`src/rtl/mem_stage_if.sv`:
```
// EX->MEM and MEM->WB valid/allowin handshake bundles.
// Members keep the pipeline signal names.
interface es_ms_if;
  logic        es_to_ms_valid;
  logic        ms_allowin;
  logic [31:0] es_pc;
  logic [37:0] es_rf_collect;
  logic [5:0]  es_mem_collect;

  modport master (
    output es_to_ms_valid,
    output es_pc,
    output es_rf_collect,
    output es_mem_collect,
    input  ms_allowin
  );

  modport slave (
    input  es_to_ms_valid,
    input  es_pc,
    input  es_rf_collect,
    input  es_mem_collect,
    output ms_allowin
  );
endinterface

interface ms_ws_if;
  logic        ms_to_ws_valid;
  logic        ws_allowin;
  logic [31:0] ms_pc;
  logic [37:0] ms_rf_collect;

  modport master (
    output ms_to_ws_valid,
    output ms_pc,
    output ms_rf_collect,
    input  ws_allowin
  );

  modport slave (
    input  ms_to_ws_valid,
    input  ms_pc,
    input  ms_rf_collect,
    output ws_allowin
  );
endinterface

```
`src/rtl/mem_stage.sv`:
```
// MEM stage: load response wait/buffer, load extension, WB handshake.
// Optional stall counter output under MS_PERF_CNT_EN.
module mem_stage (
  input  logic        clk,
  input  logic        reset,
  es_ms_if.slave      es,
  ms_ws_if.master     ws,
  input  logic        data_sram_data_ok,
  input  logic [31:0] data_sram_rdata,
  output logic [37:0] ms_fwd_collect,
  output logic        ms_ld_pending
`ifdef MS_PERF_CNT_EN
  ,
  output logic [31:0] ms_stall_cnt
`endif
);

  logic        ms_valid;
  logic [31:0] pc_r;
  logic [37:0] rf_r;
  logic [5:0]  mem_r;
  logic        buf_valid;
  logic [31:0] buf_data;

  logic        req_sent;
  logic [2:0]  ld_op;
  logic [1:0]  addr_lo;
  logic        op_b, op_h, op_w, op_bu, op_hu;
  logic        is_load;
  logic        ld_wait;
  logic        ready_go;
  logic        allowin;
  logic        to_ws_valid;
  logic [31:0] src;
  logic [7:0]  ld_byte;
  logic [15:0] ld_half;
  logic [31:0] ld_ext;
  logic [31:0] wdata;

  assign req_sent = mem_r[5];
  assign ld_op    = mem_r[4:2];
  assign addr_lo  = mem_r[1:0];

  assign op_b  = ld_op == 3'b001;
  assign op_h  = ld_op == 3'b010;
  assign op_w  = ld_op == 3'b011;
  assign op_bu = ld_op == 3'b101;
  assign op_hu = ld_op == 3'b110;
  assign is_load = op_b | op_h | op_w | op_bu | op_hu;

  assign ld_wait     = ms_valid & req_sent & is_load;
  assign ready_go    = ~ld_wait | data_sram_data_ok | buf_valid;
  assign allowin     = ~ms_valid | (ready_go & ws.ws_allowin);
  assign to_ws_valid = ms_valid & ready_go;

  assign es.ms_allowin    = allowin;
  assign ws.ms_to_ws_valid = to_ws_valid;
  assign ws.ms_pc         = pc_r;

  always_ff @(posedge clk) begin
    if (reset) begin
      ms_valid <= 1'b0;
      pc_r     <= '0;
      rf_r     <= '0;
      mem_r    <= '0;
    end else if (allowin) begin
      ms_valid <= es.es_to_ms_valid;
      if (es.es_to_ms_valid) begin
        pc_r  <= es.es_pc;
        rf_r  <= es.es_rf_collect;
        mem_r <= es.es_mem_collect;
      end
    end
  end

  // Holds a response that arrived while WB was stalled
  always_ff @(posedge clk) begin
    if (reset) begin
      buf_valid <= 1'b0;
      buf_data  <= '0;
    end else if (to_ws_valid & ws.ws_allowin) begin
      buf_valid <= 1'b0;
    end else if (ld_wait & data_sram_data_ok &
                 ~ws.ws_allowin & ~buf_valid) begin
      buf_valid <= 1'b1;
      buf_data  <= data_sram_rdata;
    end
  end

  assign src     = buf_valid ? buf_data : data_sram_rdata;
  assign ld_half = addr_lo[1] ? src[31:16] : src[15:0];

  always_comb begin
    ld_byte = src[7:0];
    unique case (addr_lo)
      2'b00: ld_byte = src[7:0];
      2'b01: ld_byte = src[15:8];
      2'b10: ld_byte = src[23:16];
      2'b11: ld_byte = src[31:24];
      default: ld_byte = src[7:0];
    endcase
  end

  always_comb begin
    ld_ext = '0;
    unique case (1'b1)
      op_b:  ld_ext = {{24{ld_byte[7]}}, ld_byte};
      op_bu: ld_ext = {24'h0, ld_byte};
      op_h:  ld_ext = {{16{ld_half[15]}}, ld_half};
      op_hu: ld_ext = {16'h0, ld_half};
      op_w:  ld_ext = src;
      default: ld_ext = '0;
    endcase
  end

  assign wdata = is_load ? ld_ext : rf_r[31:0];

  assign ws.ms_rf_collect = {rf_r[37:32], wdata};
  assign ms_fwd_collect   = {ms_valid & rf_r[37], rf_r[36:32], wdata};
  assign ms_ld_pending    = ld_wait & ~data_sram_data_ok & ~buf_valid;

`ifdef MS_PERF_CNT_EN
  always_ff @(posedge clk) begin
    if (reset)
      ms_stall_cnt <= '0;
    else if (ms_valid & ~ready_go)
      ms_stall_cnt <= ms_stall_cnt + 32'd1;
  end
`endif

endmodule

```
`src/flat_wrapper.sv`:
```
// flat-port wrapper written by rule: the top's interface ports become plain ports
module mem_stage_flat 
  (clk, reset, data_sram_data_ok, data_sram_rdata, ms_fwd_collect, ms_ld_pending, es_es_to_ms_valid, es_es_pc, es_es_rf_collect, es_es_mem_collect, es_ms_allowin, ws_ms_to_ws_valid, ws_ms_pc, ws_ms_rf_collect, ws_ws_allowin);
  es_ms_if es_i ();
  ms_ws_if ws_i ();
  input  logic clk;
  input  logic reset;
  input  logic data_sram_data_ok;
  input  logic [31:0] data_sram_rdata;
  output logic [37:0] ms_fwd_collect;
  output logic ms_ld_pending;
  input wire logic [$bits(es_i.es_to_ms_valid)-1:0] es_es_to_ms_valid;
  input wire logic [$bits(es_i.es_pc)-1:0] es_es_pc;
  input wire logic [$bits(es_i.es_rf_collect)-1:0] es_es_rf_collect;
  input wire logic [$bits(es_i.es_mem_collect)-1:0] es_es_mem_collect;
  output wire logic [$bits(es_i.ms_allowin)-1:0] es_ms_allowin;
  output wire logic [$bits(ws_i.ms_to_ws_valid)-1:0] ws_ms_to_ws_valid;
  output wire logic [$bits(ws_i.ms_pc)-1:0] ws_ms_pc;
  output wire logic [$bits(ws_i.ms_rf_collect)-1:0] ws_ms_rf_collect;
  input wire logic [$bits(ws_i.ws_allowin)-1:0] ws_ws_allowin;
  assign es_i.es_to_ms_valid = es_es_to_ms_valid;
  assign es_i.es_pc = es_es_pc;
  assign es_i.es_rf_collect = es_es_rf_collect;
  assign es_i.es_mem_collect = es_es_mem_collect;
  assign es_ms_allowin = es_i.ms_allowin;
  assign ws_ms_to_ws_valid = ws_i.ms_to_ws_valid;
  assign ws_ms_pc = ws_i.ms_pc;
  assign ws_ms_rf_collect = ws_i.ms_rf_collect;
  assign ws_i.ws_allowin = ws_ws_allowin;
  mem_stage u_core (.clk(clk), .reset(reset), .es(es_i), .ws(ws_i), .data_sram_data_ok(data_sram_data_ok), .data_sram_rdata(data_sram_rdata), .ms_fwd_collect(ms_fwd_collect), .ms_ld_pending(ms_ld_pending));
endmodule
```
`config.mk`:
```
export PLATFORM = sky130hd
export DESIGN_NAME = mem_stage_flat
export DESIGN_NICKNAME = d
export VERILOG_FILES = /design/src/rtl/mem_stage_if.sv /design/src/rtl/mem_stage.sv /design/src/flat_wrapper.sv
export SDC_FILE = /design/constraint.sdc
export NUM_CORES = 1
export LEC_CHECK = 0
export BUFFER_PORTS_ARGS = -buffer_cell sky130_fd_sc_hd__buf_2
export CORE_UTILIZATION = 35
export CTS_BUF_LIST = sky130_fd_sc_hd__clkbuf_4
export CTS_CLUSTER_SIZE = 16
export DETAILED_ROUTE_END_ITERATION = 12
export PLACE_DENSITY = 0.59
export SKIP_LAST_GASP = 1
export SLEW_MARGIN = 10
export SYNTH_ARGS = -nofsm -noshare
export SYNTH_HDL_FRONTEND = slang
export SYNTH_SLANG_ARGS = --single-unit
```
`constraint.sdc`:
```
create_clock -name clk -period 2.7 [get_ports clk]
set_input_delay 0.135 -clock clk [delete_from_list [all_inputs] [get_ports clk]]
set_output_delay 0.135 -clock clk [all_outputs]
set_load 0.005 [all_outputs]
```
-- After elaboration in Yosys (flattened, before gate mapping)
Index checks and enable logic that the tools add are counted.
- register bits: 110
- input bits: 113
- output and inout bits: 111
- word-level logic and storage cells: 47
- eq/ne operators: 8
- muxes and demuxes: 5
- bitwise gates (word level): 24
- reductions and logical operators: 4
- operators with widths (kind ; number):
    $pmux 32 s5 ; 1
    $mux 32 ; 2
    $pmux 8 s4 ; 1
    $mux 16 ; 1
    $and 1x1->1 ; 11
    $or 1x1->1 ; 7
    $eq 3x2->1 const B ; 2
    $eq 3x3->1 const B ; 2
    $not 1->1 ; 6
    $eq 2x2->1 const B ; 2
    $reduce_and 2->1 ; 2
    $eq 3x1->1 const B ; 1
    $eq 2x1->1 const B ; 1
    $logic_not 2->1 ; 1
    $reduce_or 2->1 ; 1

-- Depth between registers and ports, before layout
Gate-level depths: netlist of the first run.
- depth in word-level cells: 13
- mapped depth: 8
- mapped depth without buffers: 5

-- Worst setup path after synthesis of the first run
No wires, ideal clock.
- path type: reg2out
- start point: reg u_core.buf_valid
- end point: out ws_ms_rf_collect[23]
- arrival: 1.902 ns
- data required time: 2.565 ns
- setup slack: 0.663 ns
- stages on the path, launching flop included: 8
- path through: dfxtp_1 buf_6 mux4_2 nor3b_2 a311oi_4 buf_6 a21oi_2 buf_4
- cells in the longest elaborated chain, start to end: 4
- elaborated cells between the ends (all ways): 5
- those cells by class: mux: 5
- RTL lines (item ; line ; RTL):
    from (decl) ; mem_stage.sv:22 ; logic buf_valid;
    from (signal assigned) ; mem_stage.sv:79 ; buf_valid <= 1'b0;
    from (signal assigned) ; mem_stage.sv:82 ; buf_valid <= 1'b0;
    from (signal assigned) ; mem_stage.sv:85 ; buf_valid <= 1'b1;
    $mux 32 * ; mem_stage.sv:90 ; assign src = buf_valid ? buf_data : data_sram_rdata;
    $pmux 8 s4 or $mux 16 (tied branches) ; mem_stage.sv:95, mem_stage.sv:91 ;
    $pmux 32 s5 * ; mem_stage.sv:106 ; unique case (1'b1)
    $mux 32 * ; mem_stage.sv:116 ; assign wdata = is_load ? ld_ext : rf_r[31:0];
    to (decl) ; flat_wrapper.sv:19 ; output wire logic [$bits(ws_i.ms_rf_collect)-1:0] ws_ms_rf_collect;
Every way passes the cells marked *; elsewhere a longest branch is shown, timed or not.

-- Final worst setup path of the first run
- start point: reg u_core.buf_valid
- end point: out ms_fwd_collect[23]
- cells in the longest elaborated chain, start to end: 4
- elaborated cells between the ends (all ways): 5
- those cells by class: mux: 5
- RTL lines (item ; line ; RTL):
    $mux 32 * ; mem_stage.sv:90 ;
    $pmux 8 s4 or $mux 16 (tied branches) ; mem_stage.sv:95, mem_stage.sv:91 ;
    $pmux 32 s5 * ; mem_stage.sv:106 ;
    $mux 32 * ; mem_stage.sv:116 ;
    to (decl) ; flat_wrapper.sv:10 ; output logic [37:0] ms_fwd_collect;
Marked as above.

==> metrics.md, run 1 <==
| Metric | Value |
|---|---|
| Floorplan die width | between 100 and 150 um |
| Remaining global-route overflow | 0 |
| Clock H-tree levels | 3 |
| Slew of the pin with the lowest slew margin | 0.974 ns |
| Mapped Nets | between 800 and 900 |
| Worst Hold Endpoint | u_core.buf_data[6]$_SDFFE_PP0P_ |
| Initial core utilization | 36.2% |
| Total via count in the routed design | 6057 |
| Area added between synthesis and finish | 40.2% |
| Cell types with the largest area share after synthesis | dfxtp_1, mux2i_1, o21ai_0, a21oi_1, nand3_1 |
| RR Endpoint | u_core.mem_r[1]$_SDFFE_PP0P_ |
| Critical Path AT | 2.48 ns |
| Maximum clock path buffer count | 2 |
| Global-route wire length before repair | just under 30 mm |
| Number of register bits inferred by synthesis | 110 |
| Cell family with most CP delay | multiplexers |
| Library cell with the largest summed area after synthesis | dfxtp_1 |
| Leading post-synthesis cells by instance count | dfxtp_1, o21ai_0, a21oi_1 |
| Post-layout net count | 1081 |
| Area of all sequential standard cells | 2210 um^2 |
| Number of buffers created by CTS | 9 |
| Via/cell ratio | 5.09 |
| Chain of cells forming the critical path | mux4_2 > nand2b_4 > a311oi_4 > buf_4 > a21oi_2 > buf_2 |
| Port bufs | 223 |
| Detailed-route DRC error count | 0 |
| Hold Path Class | in2reg |
| Number of enable-type register cells in the synthesized netlist | 0 |
| Maximum clock skew at final layout | 0.0186 ns |
| Hold WS | 0.114 ns |
| Count of boundary I/O pins | between 200 and 250 |
| Initial antenna violation count | 1 |
| Clock sinks | 110 |
| Remaining antenna violation count | 0 |
| Max Slew Vio Count | 0 |
| Fmax | 0.383 GHz |
| Number of cell instances on the worst register-to-register path | 5 |
| Static Leakage | 3.64 nW |
| Remaining max-slew budget at the tightest pin | 35.1% |
| Power density of the placed cells | roughly 420 nW/um^2 |
| Peak fanout along the critical path | 7 |
| Share of synthesized area occupied by flip-flops and latches | between 30% and 40% |
| Final critical delay including setup and external delays | 2.61 ns |
| Yosys cell types | 38 |
| Clock insertion delay at the later pin of the skew report | just under 0.5 ns |
| Maximum number of pins on one net before global-route repair | 77 |
| Reg2Reg Setup Slack | between 0.6 and 0.7 ns |
| Root buffer selected by CTS | clkbuf_4 |
| Drt total wl | 19.7 mm |
| Synth warn | 0 |
| Post-route clock period utilization | 96.8% |
| Post-placement cell count | 1057 |
| Area of the die | ~17000 um^2 |
| Fillers | about 1600 |
| Crit path buffers/inverters | 2 |
| Sum of net half-perimeters after detailed placement | 13.1 mm |
| Average cell area after synthesis | around 8.2 um^2 |
| Area share of the leading cell type in the synthesized netlist | around 38% |
| Global placement routability congestion | 0.830 |
| Start point of the worst min-delay path | reset |
| Worst-path clk slew | between 0.15 and 0.2 ns |
| Via count of the first global-routing pass | 5785 |
| Depth of the worst hold-timing path | 2 |
| Die Ht | about 130 um |
| Run status | finished, final reports clean |
| Top FF cell, synth | dfxtp_1 |
| Fin cells | 1191 |
| Critical path endpoint category | output pin |
| Slowest cell on the critical path | mux4_2 |
| Setup repair after global routing missed its margin | true |
| Post-synthesis cell area | 5810 um^2 |
| Dominant cell by count in the synthesized netlist | dfxtp_1 |
| Count of final setup violators | 0 |
| Placeable core region | 16100 um^2 |
| Launch point of the worst reg-to-reg path | u_core.mem_r[3]$_SDFFE_PP0P_ |
| MaxCap Viol Count | 0 |
| Worst path max stage delay | 0.56 ns |
| Overall global routing resource usage | 22.8% |
| CTS tree | done |
| Setup crit start kind | flip-flop |
| Share of cells above drive strength 1 | 31.1% |
| Standard-cell rows | 46 |
| Share of synthesized registers carrying an async set or reset | 0% |
| Per-cell routed wire length | approximately 17 um |
| Gate Count Post-Synth | between 700 and 800 |
| Area taken by multi-input logic gates | 3010 um^2 |
| Peak VDD IR | 0.222 mV |
| Total Power | 3.45 mW |
| First-pass iteration count of the detailed router | 5 |
| Initial drt markers | 343 |
| Required @ worst endpoint | 2.57 ns |
| Final Hold Fails | 0 |
| Worst setup path category | reg2out |
==> area by class of cell <==
| type | count | share of cell area (%) |
|---|---|---|
| Clock inverter | 5 | 0.614 |
| Inverter | 6 | 0.307 |
| Tap cell | 216 | 3.31 |
| Multi-Input combinational cell | 478 | 36.9 |
| Antenna cell | 2 | 0.0614 |
| Sequential cell | 110 | 27.1 |
| Clock buffer | 11 | 1.01 |
| Timing Repair Buffer | 363 | 30.8 |
==> worst max-delay path by stage <==
stage / from / endpoint / slack [ns] / cells past startpoint
2_1_floorplan: u_core.buf_valid$_SDFFE_PP0P_ / ws_ms_rf_collect[23] / 0.66 / 7
3_3_place_gp: u_core.buf_valid$_SDFFE_PP0P_ / ms_fwd_collect[31] / 0.45 / 6
3_5_place_dp: u_core.buf_valid$_SDFFE_PP0P_ / ms_fwd_collect[31] / 0.41 / 6
4_1_cts: u_core.mem_r[1]$_SDFFE_PP0P_ / ws_ms_rf_collect[14] / 0.03 / 5
5_1_grt: u_core.buf_valid$_SDFFE_PP0P_ / ws_ms_rf_collect[23] / -0.02 / 6
6_report: u_core.buf_valid$_SDFFE_PP0P_ / ms_fwd_collect[23] / 0.09 / 6
==> cells by family after synthesis <==
logic type	synth area share, %
DFF	37.9
and+or+nand+nor	13.7
buffers and inverters	11.1
muxes	15.4
AOI/OAI and AO/OA	21.9
==> metal layers <==
layer	vias up	global-route usage, %	routed length, um
met5	-	0	0
met4	0	6.49	261
met3	16	3.99	1080
met2	213	38.7	9490
met1	2827	29.5	8910
li1	3001	-	-
==> placed cells by master, fill, tap and decap left out, types with 2 or more instances in the layout <==
cell type and n:
clkinv_1 2, o22ai_1 2, nor3_1 4, diode_2 2
a2111o_2 2, nand3_1 77, buf_12 5, mux2i_1 74
a22oi_1 2, dfxtp_1 108, o2111ai_1 7, buf_4 26
a21oi_2 11, mux2_2 7, a21oi_1 85, inv_1 4
mux4_2 3, o21ai_0 90, and2_1 3, a222oi_1 4
nor2_1 51, buf_2 222, clkbuf_4 11, o211ai_1 9
nand2_1 27, nand2b_1 4, o221ai_1 2, dlygate4sd3_1 109
==> power breakdown <==
group | leakage [nW] | switching [mW] | internal, mW | total (mW)
Clock | 0.0719 | 0.563 | 0.297 | 0.860
Combinational | 2.67 | 0.425 | 0.434 | 0.859
Sequential | 0.901 | 0.0430 | 1.69 | 1.74
==> sequential cells by signal (all words and copies together), names as in the netlist <==
name / flops
u_core.ms_valid: 1
u_core.buf_valid: 1
u_core.mem_r: 6
u_core.rf_r: 38
u_core.buf_data: 32
u_core.ws.ms_pc: 32
==> worst register-to-register path, stage by stage, from the launching register on <==
cell      delay (ns)
dfxtp_1         0.41
nor2_1          0.37
a2111o_2        0.19
buf_4           0.63
nand3_1         0.26
a21oi_1         0.17
==> repair_timing <==
action / CTS / global route
buffers inserted: 3 / 3
endpoints found under the hold margin: 109 / 0
resized for setup: 2 / 8
hold buffers: 109 / 0
endpoints found under the setup margin: 46 / 30
gates cloned: 0 / 1
pin swaps: 0 / 2
==> stage by stage <==
step	setup WS (ns)	area [um^2]	TNS, ns	util (%)
6_report	0.0869	8150	0	50.8
5_1_grt	-0.0243	8150	-0.202	50.8
4_1_cts	0.0343	8090	0	50.4
3_5_place_dp	0.409	6820	0	42.5
3_3_place_gp	0.447	6820	0	42.5
2_1_floorplan	0.663	5810	0	-
Power figures use the tool's default switching activity.
==> run 2: changes to the inputs <==
- ABC_AREA: default -> 1
- HOLD_SLACK_MARGIN: default -> 0.02
- PLACE_DENSITY: 0.59 -> 0.58
==> metrics.md, run 2 <==
| Metric | Value |
|---|---|
| Run status | finished, final reports clean |
| Area share of the leading cell type in the synthesized netlist | around a third |
| Peak VDD IR | 0.240 mV |
| Power density of the placed cells | 439 nW/um^2 |
| Via/cell ratio | approximately 4.7 |
| Xor and xnor area share after synthesis | 0% |
| Max Slew Vio Count | 0 |
| Dominant cell by count in the synthesized netlist | nand2_1 |
| Floorplan die width | 137 um |
| Simple-gate area share of the yosys netlist | a little under a third |
| Share of synthesized area occupied by flip-flops and latches | 34.6% |
| Remaining global-route overflow | 0 |
| Most common cell after layout, fill and taps aside | buf_2 |
| Clock sinks | 110 |
| Port bufs | 223 |
| Remaining max-slew budget at the tightest pin | 50.2% |
| Fmax | 0.394 GHz |
| Top FF cell, synth | dfxtp_1 |
| Detailed-route DRC error count | 0 |
| Area of the die | 18700 um^2 |
| Synth warn | 0 |
| Standard-cell rows | 48 |
| Share of synthesized registers carrying an async set or reset | 0% |
| Number of register bits inferred by synthesis | 110 |
| Root buffer selected by CTS | clkbuf_4 |
| Die Ht | 137 um |
| Gate Count Post-Synth | 1004 |
| Global placement routability congestion | between 0.8 and 0.9 |
| Leading post-synthesis cells by instance count | nand2_1, inv_1, nand3_1 |
| Post-route clock period utilization | 94.1% |
| Post CTS Setup Buffer Count | 0 |
| Number of buffers created by CTS | 9 |
| Initial antenna violation count | 1 |
| Overall global routing resource usage | 21.5% |
| Setup repair after global routing missed its margin | true |
| Hold Path Class | in2reg |
| Peak fanout along the critical path | 23 |
| Worst-path clk slew | 0.16 ns |
| Final Hold Fails | 0 |
| Maximum clock path buffer count | 2 |
| Mapped Nets | 1117 |
| Average cell area after synthesis | 6.35 um^2 |
| Per-cell routed wire length | 13.6 um |
| Initial core utilization | around 36% |
| Final cell area excluding filler cells | approximately 8500 um^2 |
| Mux contribution to synthesized area | 0% |
| CTS tree | done |
| First-pass iteration count of the detailed router | 5 |
| Library cell with the largest summed area after synthesis | dfxtp_1 |
| Count of boundary I/O pins | 224 |
| Static Leakage | around 4.4 nW |
| Sum of net half-perimeters after detailed placement | 13.7 mm |
| Critical path endpoint category | output pin |
| Final critical delay including setup and external delays | 2.54 ns |
| Maximum number of pins on one net before global-route repair | between 60 and 70 |
| Area after DPL | 7270 um^2 |
| Remaining antenna violation count | 0 |
| Leading cell types in the layout, fill and taps excluded | buf_2, nand2_1, inv_1 |
| Required @ worst endpoint | 2.57 ns |
| Initial drt markers | between 400 and 500 |
| Setup crit start kind | flip-flop |
| Post-layout net count | around 1400 |
| Post-synthesis cell area | roughly 6400 um^2 |
| Number of enable-type register cells in the synthesized netlist | 0 |
| Count of final setup violators | 0 |
| Cell types with the largest area share after synthesis | dfxtp_1, nand2_1, nand3_1, inv_1, a21oi_1 |
| Combinational family with the most area after synthesis | simple AND/OR/NAND/NOR gates |
| Share of cells above drive strength 1 | 23.4% |
| Critical Path AT | 2.41 ns |
| Via count of the first global-routing pass | 6297 |
| Clock insertion delay at the later pin of the skew report | 0.52 ns |
| Biggest register | u_core.rf_r |
| Number of flip-flops in the largest register | 38 |
| Fillers | 1854 |
| Share of synthesized cell area in full adder, half adder and majority cells | 0% |
| Maximum clock skew at final layout | 0.0331 ns |
| Worst setup path category | reg2out |
| Total via count in the routed design | 6900 |
| Slew of the pin with the lowest slew margin | 0.746 ns |
| Yosys cell types | 26 |
| Total Power | approximately 3.8 mW |
| Compound-cell area share of the yosys netlist | between 10% and 20% |
| Post-layout utilization of the core | about half |
| Drt total wl | 20.2 mm |
| Clock H-tree levels | 3 |
| Global-route wire length before repair | 31.2 mm |
| Placeable core region | approximately 18000 um^2 |
| Area added between synthesis and finish | 34.0% |
| MaxCap Viol Count | 0 |
## run 2: cell types whose count changed after synthesis, sizes merged, moves of 8 or more
cell	before	now
a21oi	97	122
mux2i	75	0
nand2	27	212
o21ai	91	63
o211ai	9	0
nand3b	1	9
buf	66	80
nor2	51	102
clkbuf	45	30
or2	0	8
nand3	77	122
inv	6	142
## run 2: stage by stage
step / cells / worst slack (ns) / hold slack (ns) / TNS [ns]
detailed placement: 1356 / 0.321 / 0.352 / 0
finish: 1483 / 0.159 / 0.0665 / 0
CTS: 1482 / 0.00194 / 0.0307 / 0
floorplan: 1004 / 1.09 / 0.204 / 0
global placement: 1356 / 0.373 / 0.351 / 0
global route: 1483 / -0.00859 / 0.116 / -0.0152
## run 2: layout make-up
cell class	count	area, um^2	area share [%]
Antenna cell	1	2.50	0.0293
Clock buffer	9	67.6	0.791
Clock inverter	7	81.3	0.953
Inverter	144	541	6.33
Multi-Input combinational cell	640	2970	34.8
Sequential cell	110	2210	25.8
Tap cell	225	282	3.30
Timing Repair Buffer	347	2390	28.0
## run 2: logic make-up (layout without fill, tap and decap cells)
group | count (synthesis) | count (layout)
AND/OR/NAND/NOR | 455 | 455
buffers and inverters | 254 | 507
other | 0 | 1
flip-flops | 110 | 110
AO/OA/AOI/OAI | 185 | 185
## run 2: where the power goes
part | internal [mW] | total (mW) | leakage [nW] | switching (mW)
clock network | 0.223 | 0.870 | 0.0797 | 0.648
logic | 0.515 | 1.10 | 3.43 | 0.587
registers | 1.72 | 1.78 | 0.907 | 0.0594
## run 2: final timing paths
kind | start | end | slack, ns | cells past startpoint
worst min register to register | u_core.buf_data[18]$_SDFFE_PP0P_ | u_core.buf_data[18]$_SDFFE_PP0P_ | 0.46 | 2
worst min-delay path | data_sram_data_ok | u_core.buf_valid$_SDFFE_PP0P_ | 0.07 | 6
worst max-delay path | u_core.buf_valid$_SDFFE_PP0P_ | ms_fwd_collect[3] | 0.16 | 8
worst max register to register | u_core.mem_r[3]$_SDFFE_PP0P_ | u_core.ws.ms_pc[25]$_SDFFE_PP0P_ | 0.72 | 10
## run 2: timing repair
| action | 4_1_cts | 5_1_grt |
|---|---|---|
| endpoints found under the setup margin | 60 | 58 |
| hold endpoints to repair | 110 | 0 |
| hold buffers | 110 | 0 |
| gates resized for setup | 2 | 3 |
## run 2: worst max-delay path: stages, from the launching register on
cell and delay [ns]:
dfxtp_4 0.50, inv_2 0.13, buf_4 0.22, o21ai_0 0.40, nand3_1 0.13, nand3_1 0.08
nor2_1 0.09, nor2_1 0.20, buf_2 0.16
## run 2: routing by layer
metal	vias to the layer above	routed length, um	GRT usage [%]
met5	-	0	0
li1	3603	-	-
met2	194	9570	35.4
met3	23	1330	5.00
met4	0	350	6.29
met1	3080	8970	27.7
